===== src/rtl/div_unit_pkg.sv =====
// Shared EX-stage definitions: divider states, handshake levels, ALU op codes.
// Also holds the negate/abs helpers used by the divider and signed multiply.
package div_unit_pkg;

   typedef enum logic [1:0] {
      DIV_FREE   = 2'b00,
      DIV_BYZERO = 2'b01,
      DIV_ON     = 2'b10,
      DIV_END    = 2'b11
   } div_state_e;

   localparam logic DIV_RESULT_READY     = 1'b1;
   localparam logic DIV_RESULT_NOT_READY = 1'b0;
   localparam logic DIV_START            = 1'b1;
   localparam logic DIV_STOP             = 1'b0;

   localparam logic [7:0] EXE_OP_NOP   = 8'h00;
   localparam logic [7:0] EXE_OP_MULT  = 8'h18;
   localparam logic [7:0] EXE_OP_MULTU = 8'h19;
   localparam logic [7:0] EXE_OP_DIV   = 8'h1a;
   localparam logic [7:0] EXE_OP_DIVU  = 8'h1b;
   localparam logic [7:0] EXE_OP_ADD   = 8'h20;
   localparam logic [7:0] EXE_OP_ADDU  = 8'h21;
   localparam logic [7:0] EXE_OP_SUB   = 8'h22;
   localparam logic [7:0] EXE_OP_SUBU  = 8'h23;
   localparam logic [7:0] EXE_OP_AND   = 8'h24;
   localparam logic [7:0] EXE_OP_OR    = 8'h25;
   localparam logic [7:0] EXE_OP_XOR   = 8'h26;
   localparam logic [7:0] EXE_OP_NOR   = 8'h27;
   localparam logic [7:0] EXE_OP_SLT   = 8'h2a;
   localparam logic [7:0] EXE_OP_SLTU  = 8'h2b;

   function automatic logic [31:0] neg32(input logic [31:0] a);
      return ~a + 32'd1;
   endfunction

   // |0x80000000| stays 0x80000000 as an unsigned magnitude
   function automatic logic [31:0] abs32(input logic [31:0] a,
                                         input logic       sgn);
      return (sgn && a[31]) ? neg32(a) : a;
   endfunction

endpackage


===== src/rtl/div_if.sv =====
// EX <-> divider request/result bundle.
// EX drives the master side, the divider is the slave.
interface div_if;

   logic        div_i_signed;
   logic [31:0] div_i_opdata1;
   logic [31:0] div_i_opdata2;
   logic        div_i_start;
   logic        div_i_annul;
   logic [63:0] div_o_result;
   logic        div_o_ready;

   modport master (
      output div_i_signed,
      output div_i_opdata1,
      output div_i_opdata2,
      output div_i_start,
      output div_i_annul,
      input  div_o_result,
      input  div_o_ready
   );

   modport slave (
      input  div_i_signed,
      input  div_i_opdata1,
      input  div_i_opdata2,
      input  div_i_start,
      input  div_i_annul,
      output div_o_result,
      output div_o_ready
   );

endinterface


===== src/rtl/div_unit.sv =====
// Multi-cycle 32-bit restoring divider, one quotient bit per clock.
// Result is {remainder, quotient}, valid while in DIV_END.
module div_unit
   import div_unit_pkg::*;
(
   input logic clk,
   input logic rst_,
   div_if.slave bus
);

   div_state_e  state_q, state_d;
   logic [4:0]  cnt_q, cnt_d;
   logic [64:0] rq_q, rq_d;
   logic [31:0] op1_q, op1_d;
   logic [31:0] op2_q, op2_d;
   logic        sgn_q, sgn_d;
   logic        s1_q, s1_d;
   logic        s2_q, s2_d;
   logic [63:0] result_q, result_d;
   logic        ready_q, ready_d;

   logic        req;
   logic        abort;
   logic [32:0] rem_sh;
   logic [32:0] rem_sub;
   logic        q_bit;
   logic [64:0] rq_step;
   logic [31:0] quo_fix;
   logic [31:0] rem_fix;
   logic [2:0]  unused_bits;

   assign req   = (bus.div_i_start == DIV_START) && !bus.div_i_annul;
   assign abort = bus.div_i_annul || (bus.div_i_start == DIV_STOP);

   always_ff @(posedge clk or negedge rst_) begin
      if (!rst_) begin
         state_q  <= DIV_FREE;
         cnt_q    <= '0;
         rq_q     <= '0;
         op1_q    <= '0;
         op2_q    <= '0;
         sgn_q    <= 1'b0;
         s1_q     <= 1'b0;
         s2_q     <= 1'b0;
         result_q <= '0;
         ready_q  <= DIV_RESULT_NOT_READY;
      end else begin
         state_q  <= state_d;
         cnt_q    <= cnt_d;
         rq_q     <= rq_d;
         op1_q    <= op1_d;
         op2_q    <= op2_d;
         sgn_q    <= sgn_d;
         s1_q     <= s1_d;
         s2_q     <= s2_d;
         result_q <= result_d;
         ready_q  <= ready_d;
      end
   end

   always_comb begin
      state_d = state_q;
      unique case (state_q)
         DIV_FREE: begin
            if (req)
               state_d = (bus.div_i_opdata2 == 32'd0) ? DIV_BYZERO
                                                      : DIV_ON;
         end
         DIV_BYZERO: state_d = DIV_END;
         DIV_ON: begin
            if (abort)
               state_d = DIV_FREE;
            else if (cnt_q == 5'd31)
               state_d = DIV_END;
         end
         DIV_END: begin
            if (bus.div_i_start == DIV_STOP)
               state_d = DIV_FREE;
         end
         default: state_d = DIV_FREE;
      endcase
   end

   // Dividend bits enter from op1_q MSB first; rq_q starts cleared
   always_comb begin
      rem_sh  = {rq_q[63:32], op1_q[~cnt_q]};
      rem_sub = rem_sh - {1'b0, op2_q};
      q_bit   = (rem_sh >= {1'b0, op2_q});
      rq_step = {q_bit ? rem_sub : rem_sh, rq_q[30:0], q_bit};
      quo_fix = (sgn_q && (s1_q ^ s2_q)) ? neg32(rq_step[31:0])
                                         : rq_step[31:0];
      rem_fix = (sgn_q && s1_q) ? neg32(rq_step[63:32])
                                : rq_step[63:32];
   end

   assign unused_bits = {rq_q[64], rq_q[31], rq_step[64]};

   always_comb begin
      cnt_d    = cnt_q;
      rq_d     = rq_q;
      op1_d    = op1_q;
      op2_d    = op2_q;
      sgn_d    = sgn_q;
      s1_d     = s1_q;
      s2_d     = s2_q;
      result_d = result_q;
      unique case (state_q)
         DIV_FREE: begin
            result_d = '0;
            if (req) begin
               op1_d = abs32(bus.div_i_opdata1, bus.div_i_signed);
               op2_d = abs32(bus.div_i_opdata2, bus.div_i_signed);
               sgn_d = bus.div_i_signed;
               s1_d  = bus.div_i_opdata1[31];
               s2_d  = bus.div_i_opdata2[31];
               cnt_d = '0;
               rq_d  = '0;
            end
         end
         DIV_BYZERO: result_d = '0;
         DIV_ON: begin
            if (!abort) begin
               cnt_d = cnt_q + 5'd1;
               rq_d  = rq_step;
               if (cnt_q == 5'd31)
                  result_d = {rem_fix, quo_fix};
            end
         end
         DIV_END: begin
            if (bus.div_i_start == DIV_STOP)
               result_d = '0;
         end
         default: result_d = '0;
      endcase
      ready_d = (state_d == DIV_END) ? DIV_RESULT_READY
                                     : DIV_RESULT_NOT_READY;
   end

   assign bus.div_o_result = result_q;
   assign bus.div_o_ready  = ready_q;

endmodule

===== src/flat_wrapper.sv =====
// flat-port wrapper written by rule: the top's interface ports become plain ports
module div_unit_flat import div_unit_pkg::*;
  (clk, rst_, bus_div_i_signed, bus_div_i_opdata1, bus_div_i_opdata2, bus_div_i_start, bus_div_i_annul, bus_div_o_result, bus_div_o_ready);
  div_if bus_i ();
  input logic clk;
  input logic rst_;
  input wire logic [$bits(bus_i.div_i_signed)-1:0] bus_div_i_signed;
  input wire logic [$bits(bus_i.div_i_opdata1)-1:0] bus_div_i_opdata1;
  input wire logic [$bits(bus_i.div_i_opdata2)-1:0] bus_div_i_opdata2;
  input wire logic [$bits(bus_i.div_i_start)-1:0] bus_div_i_start;
  input wire logic [$bits(bus_i.div_i_annul)-1:0] bus_div_i_annul;
  output wire logic [$bits(bus_i.div_o_result)-1:0] bus_div_o_result;
  output wire logic [$bits(bus_i.div_o_ready)-1:0] bus_div_o_ready;
  assign bus_i.div_i_signed = bus_div_i_signed;
  assign bus_i.div_i_opdata1 = bus_div_i_opdata1;
  assign bus_i.div_i_opdata2 = bus_div_i_opdata2;
  assign bus_i.div_i_start = bus_div_i_start;
  assign bus_i.div_i_annul = bus_div_i_annul;
  assign bus_div_o_result = bus_i.div_o_result;
  assign bus_div_o_ready = bus_i.div_o_ready;
  div_unit u_core (.clk(clk), .rst_(rst_), .bus(bus_i));
endmodule

===== config.mk =====
export PLATFORM = sky130hd
export DESIGN_NAME = div_unit_flat
export DESIGN_NICKNAME = d
export VERILOG_FILES = /design/src/rtl/div_unit_pkg.sv /design/src/rtl/div_if.sv /design/src/rtl/div_unit.sv /design/src/flat_wrapper.sv
export SDC_FILE = /design/constraint.sdc
export NUM_CORES = 1
export LEC_CHECK = 0
export CAP_MARGIN = 20
export CELL_PAD_IN_SITES_DETAIL_PLACEMENT = 0
export CELL_PAD_IN_SITES_GLOBAL_PLACEMENT = 1
export CORE_MARGIN = 2
export CORE_UTILIZATION = 44
export CTS_CLUSTER_DIAMETER = 200
export CTS_CLUSTER_SIZE = 30
export DETAILED_ROUTE_END_ITERATION = 10
export PLACE_DENSITY = 0.88
export SYNTH_ARGS = -nofsm -noshare
export SYNTH_HDL_FRONTEND = slang
export SYNTH_SLANG_ARGS = --single-unit

===== constraint.sdc =====
create_clock -name clk -period 6.5 [get_ports clk]
set_clock_uncertainty 0.1 [all_clocks]
set_input_delay 0.975 -clock clk [delete_from_list [all_inputs] [get_ports clk]]
set_output_delay 0.975 -clock clk [all_outputs]
set_load 0.005 [all_outputs]

==> results of run 1 <==
[power by group through the flow]
stage,combinational (mW),sequential [mW],clock (mW)
3_3_place_gp,0.928,1.42,0
2_1_floorplan,0.685,1.39,0
4_1_cts,0.944,1.40,0.744
6_report,0.954,1.40,0.722
3_5_place_dp,0.942,1.42,0
5_1_grt,1.06,1.41,0.786
[logic make-up after synthesis]
group | share of synthesized area
DFF | 0.385
AOI/OAI and AO/OA | 0.202
xor gates and xnor gates | 0.0901
and+or+nand+nor | 0.201
buffers and inverters | 0.0483
adders and majority gates | 0.0377
muxes | 0.0358
[routing by layer]
| layer | GRT usage | share of wire |
|---|---|---|
| met3 | 0.0210 | 0.053 |
| met2 | 0.342 | 0.43 |
| met5 | 0 | 0 |
| met1 | 0.342 | 0.50 |
| met4 | 0.0327 | 0.0081 |
[state kept, by name, indices dropped and copies added (netlist names)]
register and cells:
u_core.s2_q 1, u_core.s1_q 1, u_core.bus.div_o_result 64, u_core.bus.div_o_ready 1, u_core.op1_q 32, u_core.rq_q 63
u_core.sgn_q 1, u_core.cnt_q 5, u_core.op2_q 32, u_core.state_q 2
[area by class of cell]
class | count | area share
multi-input combinational | 1225 | 0.497
sequential | 202 | 0.337
timing repair buffer | 148 | 0.0978
tap | 390 | 0.0325
clock buffer | 11 | 0.0183
inverter | 65 | 0.0163
clock inverter | 1 | 0.000584
[worst max-delay path: cells and delay by family, from the launching register on]
| family | cells | cell delay, ps |
|---|---|---|
| AO/OA/AOI/OAI | 9 | 1780 |
| AND/OR/NAND/NOR | 5 | 1240 |
| multiplexers | 4 | 1100 |
| flip-flops | 1 | 580 |
| adder cells (fa/ha/maj) | 2 | 450 |
| buffers and inverters | 2 | 260 |
| XOR/XNOR | 1 | 170 |
[how the worst max path moves through the flow]
stage	start	endpoint	cells after the start
after floorplan	u_core.cnt_q[0]	u_core.bus.div_o_result[54]	27
after global placement	u_core.cnt_q[0]	u_core.bus.div_o_result[62]	22
after detailed placement	u_core.cnt_q[0]	u_core.bus.div_o_result[62]	22
after CTS	u_core.cnt_q[0]	u_core.bus.div_o_result[62]	22
after global routing	u_core.cnt_q[0]	u_core.bus.div_o_result[58]	23
final	u_core.cnt_q[0]	u_core.bus.div_o_result[62]	23
[placed cells by master, fill, tap and decap left out, drive strengths merged, types with 4 or more instances in the layout]
cell,synthesis,layout
nand2,299,299
o21ai,214,214
dfrtp,202,202
clkdlybuf4s50,0,132
nor2,87,87
a21oi,86,86
xnor2,80,80
inv,64,65
xor2,55,55
nand3,46,46
ha,38,38
nor3,30,30
mux2i,29,29
nor4,23,23
a31oi,22,22
nand4,16,16
or3,16,16
buf,32,15
o31ai,13,13
o211ai,12,12
clkbuf,58,12
nand2b,10,10
and2,10,10
a21o,9,9
a22o,9,9
a211oi,9,9
mux4,8,8
nor3b,8,8
nor2b,7,7
o21a,7,7
and3,7,7
o22ai,7,7
or4,7,7
o41ai,6,6
o21bai,5,5
a21boi,4,4
o2111ai,4,4
[per-stage QoR]
| stage | power (mW) | setup WS (ps) | cells |
|---|---|---|---|
| floorplan | 2.08 | 899 | 1582 |
| detailed placement | 2.37 | 363 | 2027 |
| global placement | 2.35 | 568 | 2027 |
| CTS | 3.09 | 333 | 2039 |
| global route | 3.26 | 146 | 2042 |
| finish | 3.08 | 733 | 2042 |
[timing repair]
action / 4_1_cts / 5_1_grt
setup endpoints to repair: 0 / 8
buffers inserted: 0 / 2
resized for setup: 0 / 1
==> flow_metrics.py, run 1 <==
metrics = {
    "outcome": {
        "status": "complete, no violations",
    },
    "min_path": {
        "whs_endpoint": "u_core.bus.div_o_result[40]",
        "worstHoldPathCells": 2,
        "hold_path.class": "flop to flop",
        "min_from": "u_core.bus.div_o_result[40]",
    },
    "global_route": {
        "antenna_found_initial": 0,
        "gr-total-overflow": 0,
        "first_global_vias": 10800,
        "grt_usage": 0.221,
        "grt_pass1_wl_um": 56400,
        "grt_max_degree": 128,
    },
    "timing": {
        "slew_headroom": 0.346,
        "worst_pin_slew_ps": 978,
        "grt_setup_unrepaired": "no",
        "hold_violations": 0,
        "fin_crit_ps": 5770,
        "timing.fmax_mhz": 173,
        "slew_viol_final": 0,
        "holdWs_ps": 386,
        "tns_ps": 0,
        "setup_violations": 0,
        "min_period_over_period": 0.887,
    },
    "yosys": {
        "avgSynthCellArea_um2": 8.30,
        "async_flop_share": 1.00,
        "synth-main-ff-cell": "dfrtp_1",
        "ys_seq_area_frac": 0.385,
        "synth_area_leader_cell": "dfrtp_1",
        "syn_area_mm2": 0.0131,
        "synth_edf_count": 0,
        "syn_inst": 1582,
        "synthTopCellsByArea": "dfrtp_1 (38%), nand2_1 (8.5%), o21ai_0 (7.6%), xnor2_1 (5.3%), xor2_1 (3.7%)",
        "yosysMostFrequentCell": "nand2_1",
        "synth_warnings": 0,
        "synth.distinct_cells": 89,
        "netlist_top_cells_count": "nand2_1 (299), dfrtp_1 (202), o21ai_0 (200), nor2_1 (86), a21oi_1 (85)",
        "ys_seq_elements": 202,
        "syn_nets": 1690,
        "synth_top_cell_area_share": 0.385,
    },
    "clocking": {
        "cts_sinks": 202,
        "numCtsBuffers": 10,
        "cts_tree": "built",
        "clkLatencyLatePin_ps": 490,
        "clockBufferDepth": 3,
        "htree_levels": 1,
        "hold_buffers": 0,
        "cts-root-buf": "clkbuf_16",
        "clk_pin_slew_worst_paths_ps": 120,
    },
    "placed_design": {
        "hpwl_um": 26000,
        "placed_area_mm2": 0.0147,
        "portBuffers": 133,
        "gp_congestion": 0.935,
    },
    "critical_path": {
        "crit_path_max_incr_delay_ps": 580,
        "path_cells": "mux4_2, mux2i_1, mux2i_1, o211ai_1, buf_4, ha_1, nor2b_1, o2111ai_2, a21boi_2, a32o_1, or3_2, inv_2, mux2i_1, ha_1, nand2_1, nor4_1, o21ai_0, o221ai_1, o2111ai_1, nor4_4, a31oi_1, xnor2_1, o21ai_1",
        "worstPathRequired_ps": 6770,
        "r2r_end": "u_core.bus.div_o_result[62]",
        "cp.arrival_ps": 6040,
        "reg2reg_depth": 23,
        "worstReg2RegStart": "u_core.cnt_q[0]",
        "rrSetupSlack_ps": 730,
        "criticalPathCategory": "flop to flop",
        "slowest_stage": "dfrtp_2",
        "worstPathMaxFanout": 12,
        "end_kind": "flop",
        "cp-start-kind": "flop",
        "crit_top_cell": "mux2i_1",
    },
    "floorplan": {
        "dieArea_mm2": 0.0312,
        "die_width_um": 177,
        "core-area_mm2": 0.0295,
        "die_h_um": 177,
        "rows": 63,
        "ios": 134,
        "start_util": 0.445,
    },
    "power_and_ir_drop": {
        "combPwrFrac": 0.310,
        "clkPwrFrac": 0.235,
        "p_per_area_mw_per_mm2": 205,
        "ir_drop_mv": 0.135,
        "p_leak_nw": 6.26,
        "p_int_mw": 2.01,
        "p_seq_frac": 0.455,
        "switching_share": 0.348,
        "p_sw_mw": 1.07,
    },
    "finish": {
        "antenna_cells": 0,
        "area_delta_synth_final_pct": 14.3,
        "fillerInstances": 2890,
        "design_area_mm2": 0.0150,
        "multi_input_comb_area_mm2": 0.00746,
        "seq_area_mm2": 0.00506,
        "drive_above_1_share": 0.0387,
        "final_util": 0.509,
        "layout.nets": 1760,
    },
    "drt": {
        "viasPerCell": 5.59,
        "drc_errors": 0,
        "dr.pass1.iters": 5,
        "drt-total-wl_um": 34600,
        "ant_nets": 0,
        "vias": 11400,
        "avgRoutedWirePerCell_um": 16.9,
        "drt_iter0_drc": 958,
    },
    "flow_run": {
        "drv_cap": 0,
    },
}
No activity file was read; power rests on OpenSTA's default activity.
==> run 2: changes to the inputs <==
- CORE_UTILIZATION: 44 -> 45
- CTS_BUF_LIST: not set -> sky130_fd_sc_hd__clkbuf_8
- PLACE_DENSITY: 0.88 -> 0.94
==> flow_metrics.py, run 2 (synthesis results as in run 1) <==
metrics = {
    "drt": {
        "vias": 11400,
        "viasPerCell": 5.59,
        "ant_nets": 0,
        "drt-total-wl_um": 34000,
        "avgRoutedWirePerCell_um": 16.7,
        "drt_iter0_drc": 1144,
        "drc_errors": 0,
        "dr.pass1.iters": 6,
    },
    "power_and_ir_drop": {
        "p_leak_nw": 6.20,
        "p_per_area_mw_per_mm2": 194,
        "ir_drop_mv": 0.119,
    },
    "critical_path": {
        "slowest_stage": "dfrtp_2",
        "end_kind": "flop",
        "worstPathMaxFanout": 12,
        "worstPathRequired_ps": 6800,
        "path_cells": "mux4_2, mux2i_1, mux2i_1, o211ai_1, buf_4, ha_1, nor2b_1, o2111ai_2, a21boi_2, a32o_1, or3_2, inv_2, mux2i_1, ha_1, nand2_1, nor4_1, o21ai_0, o221ai_1, o2111ai_1, nor4_4, a31oi_1, xnor2_1, o21ai_1",
        "cp.arrival_ps": 6080,
        "reg2reg_depth": 23,
        "crit_path_max_incr_delay_ps": 610,
        "cp-start-kind": "flop",
        "criticalPathCategory": "flop to flop",
        "crit_top_cell": "mux2i_1",
    },
    "finish": {
        "final_cell_mix": "nand2_1 (298), dfrtp_1 (201), o21ai_0 (200)",
        "antenna_cells": 0,
        "layout.nets": 1758,
        "largest_register_ffs": 64,
        "multi_input_comb_area_mm2": 0.00746,
        "drive_above_1_share": 0.0376,
        "seq_area_mm2": 0.00506,
        "area_delta_synth_final_pct": 13.1,
        "fillerInstances": 2758,
        "layout_commonest_cell": "nand2_1",
    },
    "clocking": {
        "cts_tree": "built",
        "hold_buffers": 0,
        "numCtsBuffers": 10,
        "clockBufferDepth": 3,
        "cts-root-buf": "clkbuf_8",
        "clk_pin_slew_worst_paths_ps": 190,
        "htree_levels": 1,
        "cts_sinks": 202,
        "clkLatencyLatePin_ps": 530,
    },
    "floorplan": {
        "dieArea_mm2": 0.0306,
        "core-area_mm2": 0.0287,
        "die_width_um": 175,
        "ios": 134,
        "die_h_um": 175,
        "start_util": 0.457,
        "rows": 62,
    },
    "timing": {
        "tns_ps": 0,
        "slew_viol_final": 0,
        "fin_crit_ps": 5780,
        "worst_pin_slew_ps": 968,
        "slew_headroom": 0.355,
        "min_period_over_period": 0.889,
        "timing.fmax_mhz": 173,
        "holdWs_ps": 383,
        "hold_violations": 0,
        "grt_setup_unrepaired": "no",
        "setup_violations": 0,
    },
    "global_route": {
        "grt_usage": 0.222,
        "grt_max_degree": 128,
        "first_global_vias": 10700,
        "antenna_found_initial": 0,
        "gr-total-overflow": 0,
        "grt_pass1_wl_um": 56100,
    },
    "placed_design": {
        "gp_congestion": 0.914,
        "portBuffers": 133,
        "hpwl_um": 25500,
    },
    "flow_run": {
        "drv_cap": 0,
    },
    "min_path": {
        "hold_path.class": "input pin to asynchronous set/reset pin",
    },
    "outcome": {
        "status": "complete, no violations",
    },
}
run 2: cell types whose count changed in the layout (fill, tap and decap cells not counted):
cell       before  now
clkbuf_8        1   12
buf_4          14   12
clkbuf_16      11    0
run 2: worst max-delay path: cells and delay by family (launching register included):
kind	cells	cell delay, ps
buffers and inverters	2	260
and+or+nand+nor	5	1210
AOI/OAI and AO/OA	9	1740
adders and majority gates	2	450
muxes	4	1090
xor gates and xnor gates	1	180
DFF	1	610
run 2: per-layer routing:
layer | share of wire | GRT usage | vias to the layer above
met5 | 0 | 0 | -
met4 | 0.012 | 0.0396 | 0
met3 | 0.061 | 0.0222 | 22
met2 | 0.44 | 0.338 | 350
met1 | 0.49 | 0.344 | 5337
li1 | - | - | 5661
run 2: power by group:
| group | internal [mW] | leakage (nW) | switching, mW |
|---|---|---|---|
| clock network | 0.158 | 0.0836 | 0.388 |
| logic | 0.357 | 3.40 | 0.588 |
| registers | 1.34 | 2.72 | 0.0617 |
run 2: metrics by stage:
stage | instances | setup slack (ps) | area, um2 | utilization | power, mW
detailed placement | 2019 | 360 | 14700 | 0.510 | 2.35
CTS | 2031 | 304 | 14800 | 0.516 | 2.89
global route | 2034 | 181 | 14900 | 0.518 | 3.06
floorplan | 1582 | 899 | 13100 | - | 2.08
finish | 2034 | 723 | 14900 | 0.518 | 2.89
global placement | 2019 | 569 | 14700 | 0.510 | 2.33
run 2: timing repair:
action,4_1_cts,5_1_grt
gates resized for setup,0,1
endpoints found under the setup margin,0,8
setup buffers,0,2
run 2: worst paths after layout:
kind	from	endpoint	slack (ps)
setup / recovery	u_core.cnt_q[0]	u_core.bus.div_o_result[62]	720
hold / removal	rst_	u_core.bus.div_o_result[32]	380
setup reg to reg	u_core.cnt_q[0]	u_core.bus.div_o_result[62]	720
hold reg to reg	u_core.bus.div_o_result[40]	u_core.bus.div_o_result[40]	400
max in group asynchronous	rst_	u_core.bus.div_o_result[58]	4470
min in group clk	u_core.bus.div_o_result[40]	u_core.bus.div_o_result[40]	400
run 2: layout make-up:
cell class | count | share of cell area
multi-input cells | 1225 | 0.502
flip-flops and latches | 202 | 0.340
repair buffers | 146 | 0.0978
well taps | 384 | 0.0323
inverters | 65 | 0.0164
clock buffers | 11 | 0.0102
clock inverters | 1 | 0.000590
==> patch (settings of run 1) <==
Make the reset (`rst_`) synchronous in one clocked block.
--- a/src/rtl/div_unit.sv
+++ b/src/rtl/div_unit.sv
@@ -34,3 +34,3 @@
 
-   always_ff @(posedge clk or negedge rst_) begin
+   always_ff @(posedge clk) begin
       if (!rst_) begin
Formal check against the unedited RTL: differs if rst_ is asserted again (counterexample within 4 cycles, from zero or initial values and one cycle with rst_ low); with rst_ held inactive, the same outputs for 10 cycles.
==> patch against run 1 <==
First-iteration DRC count decreased by 1.5%. Routed wire length is 2.3% higher. Sequential share of layout area is 6.4 points lower. Power fell by 16%. Setup slack better by 0.023 ns. Area after synthesis down 0.95%. Critical path depth is 2 lower. Cell area is 1.3% lower. Sequential cell count did not move.
==> patch: results (changes against run 1) <==
POWER_COMBINATIONAL_mW=0.572  # was 0.954 mW
GROUTE.USAGE.OVERALL_PCT=22.34  # was 22.13%
VIASPERCELL=5.762  # was 5.593
VIAS_IN_THE_FIRST_GLOBAL_ROUTE=10730  # was 10810
TIMING.CRITICAL_PATH.MAX_DELAY_FAMILY='simple AND/OR/NAND/NOR gates'  # was compound AO/OA/AOI/OAI gates
SYNTH_AREA_LEADER_CELL='dfxtp_1'  # was dfrtp_1
REG2REG_FROM='u_core.cnt_q[0]$_SDFFE_PN0P_'  # was u_core.cnt_q[0]$_DFFE_PN0P_
MET1_USAGE_PCT=33.90  # was 34.18%
INSTANCE_AREA_AT_PLACEMENT_UM2=14520  # was 14670 um2
PLACE.GP.CONGESTION=0.9118  # was 0.9350
YS_TYPES=81  # was 89
GRT_PASS1_WL_MM=57.28  # was 56.44 mm
REG2REG_DEPTH=21  # was 23
FINAL_CORE_UTIL_PCT=51.17  # was 50.89%
MIN_TO='u_core.bus.div_o_result[61]$_SDFFE_PN0P_'  # was u_core.bus.div_o_result[40]$_DFFE_PN0P_
OUTCOME='completed'  # unchanged
SYNTHTOPCELLSBYCOUNT='dfxtp_1 (202), nand2_1 (200), o21ai_0 (120)'  # was nand2_1 (299), dfrtp_1 (202), o21ai_0 (200)
GRT_MET3_USE_PCT=2.229  # was 2.105%
ROUTEDWLPERCELL_UM=17.19  # was 16.92 um
FIRST_ITER_VIOLATIONS=944  # was 958
TIMING.HOLD.WORST.START='u_core.bus.div_o_result[61]$_SDFFE_PN0P_'  # was u_core.bus.div_o_result[40]$_DFFE_PN0P_
CP_SLOWEST_CELL='dfxtp_1'  # was dfrtp_2
FINAL.FILL_COUNT=2808  # was 2890
MET2_WIRELENGTH_MM=15.11  # was 15.02 mm
POST-DP-HPWL_MM=26.48  # was 25.95 mm
VDD.IR_DROP.WORST_V=0.0001482  # was 0.0001349 V
DETAIL_ROUTE.WIRELENGTH.MET1_MM=17.73  # was 17.42 mm
ENDPOINT_OF_THE_LOWEST_SLACK_REGISTER_TO_REGISTER_PATH='u_core.bus.div_o_result[26]$_SDFFE_PN0P_'  # was u_core.bus.div_o_result[62]$_DFFE_PN0P_
DESIGN.FINAL.NETS=1781  # was 1760
MET3WIRELENGTH_MM=2.129  # was 1.831 mm
SYNTH_TOP_CELLS_BY_AREA='dfxtp_1 (31%), nand2_1 (5.8%), xnor2_1 (5.1%)'  # was dfrtp_1 (38%), nand2_1 (8.5%), o21ai_0 (7.6%)
CRITICAL-PATH-MAX-STAGE-DELAY_NS=0.63  # was 0.58 ns
-- patch: cells by family (layout without fill, tap and decap cells) --
group,after synthesis,in the layout,synth area share [%]
buffers and inverters,147,204,4.483
xor gates and xnor gates,134,134,9.024
DFF,202,202,31.09
AOI/OAI and AO/OA,474,474,25.37
adders and majority gates,39,39,3.810
muxes,30,30,2.809
and+or+nand+nor,590,590,23.41
-- patch: per-stage QoR --
step / cells / hold WS [ns] / setup WS (ns)
5_1_grt: 2057 / 0.3897 / 0.2615
4_1_cts: 2057 / 0.3600 / 0.7951
2_1_floorplan: 1616 / 0.3400 / 0.9246
6_report: 2057 / 0.3615 / 0.7565
3_5_place_dp: 2045 / 0.3425 / 0.7968
3_3_place_gp: 2045 / 0.3367 / 0.9498
-- patch: final cells by class --
class / instances / area share (%)
repair buffers: 140 / 9.414
well taps: 384 / 3.245
clock buffers: 11 / 1.859
clock inverters: 1 / 0.05916
inverters: 52 / 1.318
multi-input cells: 1267 / 56.79
flip-flops and latches: 202 / 27.31
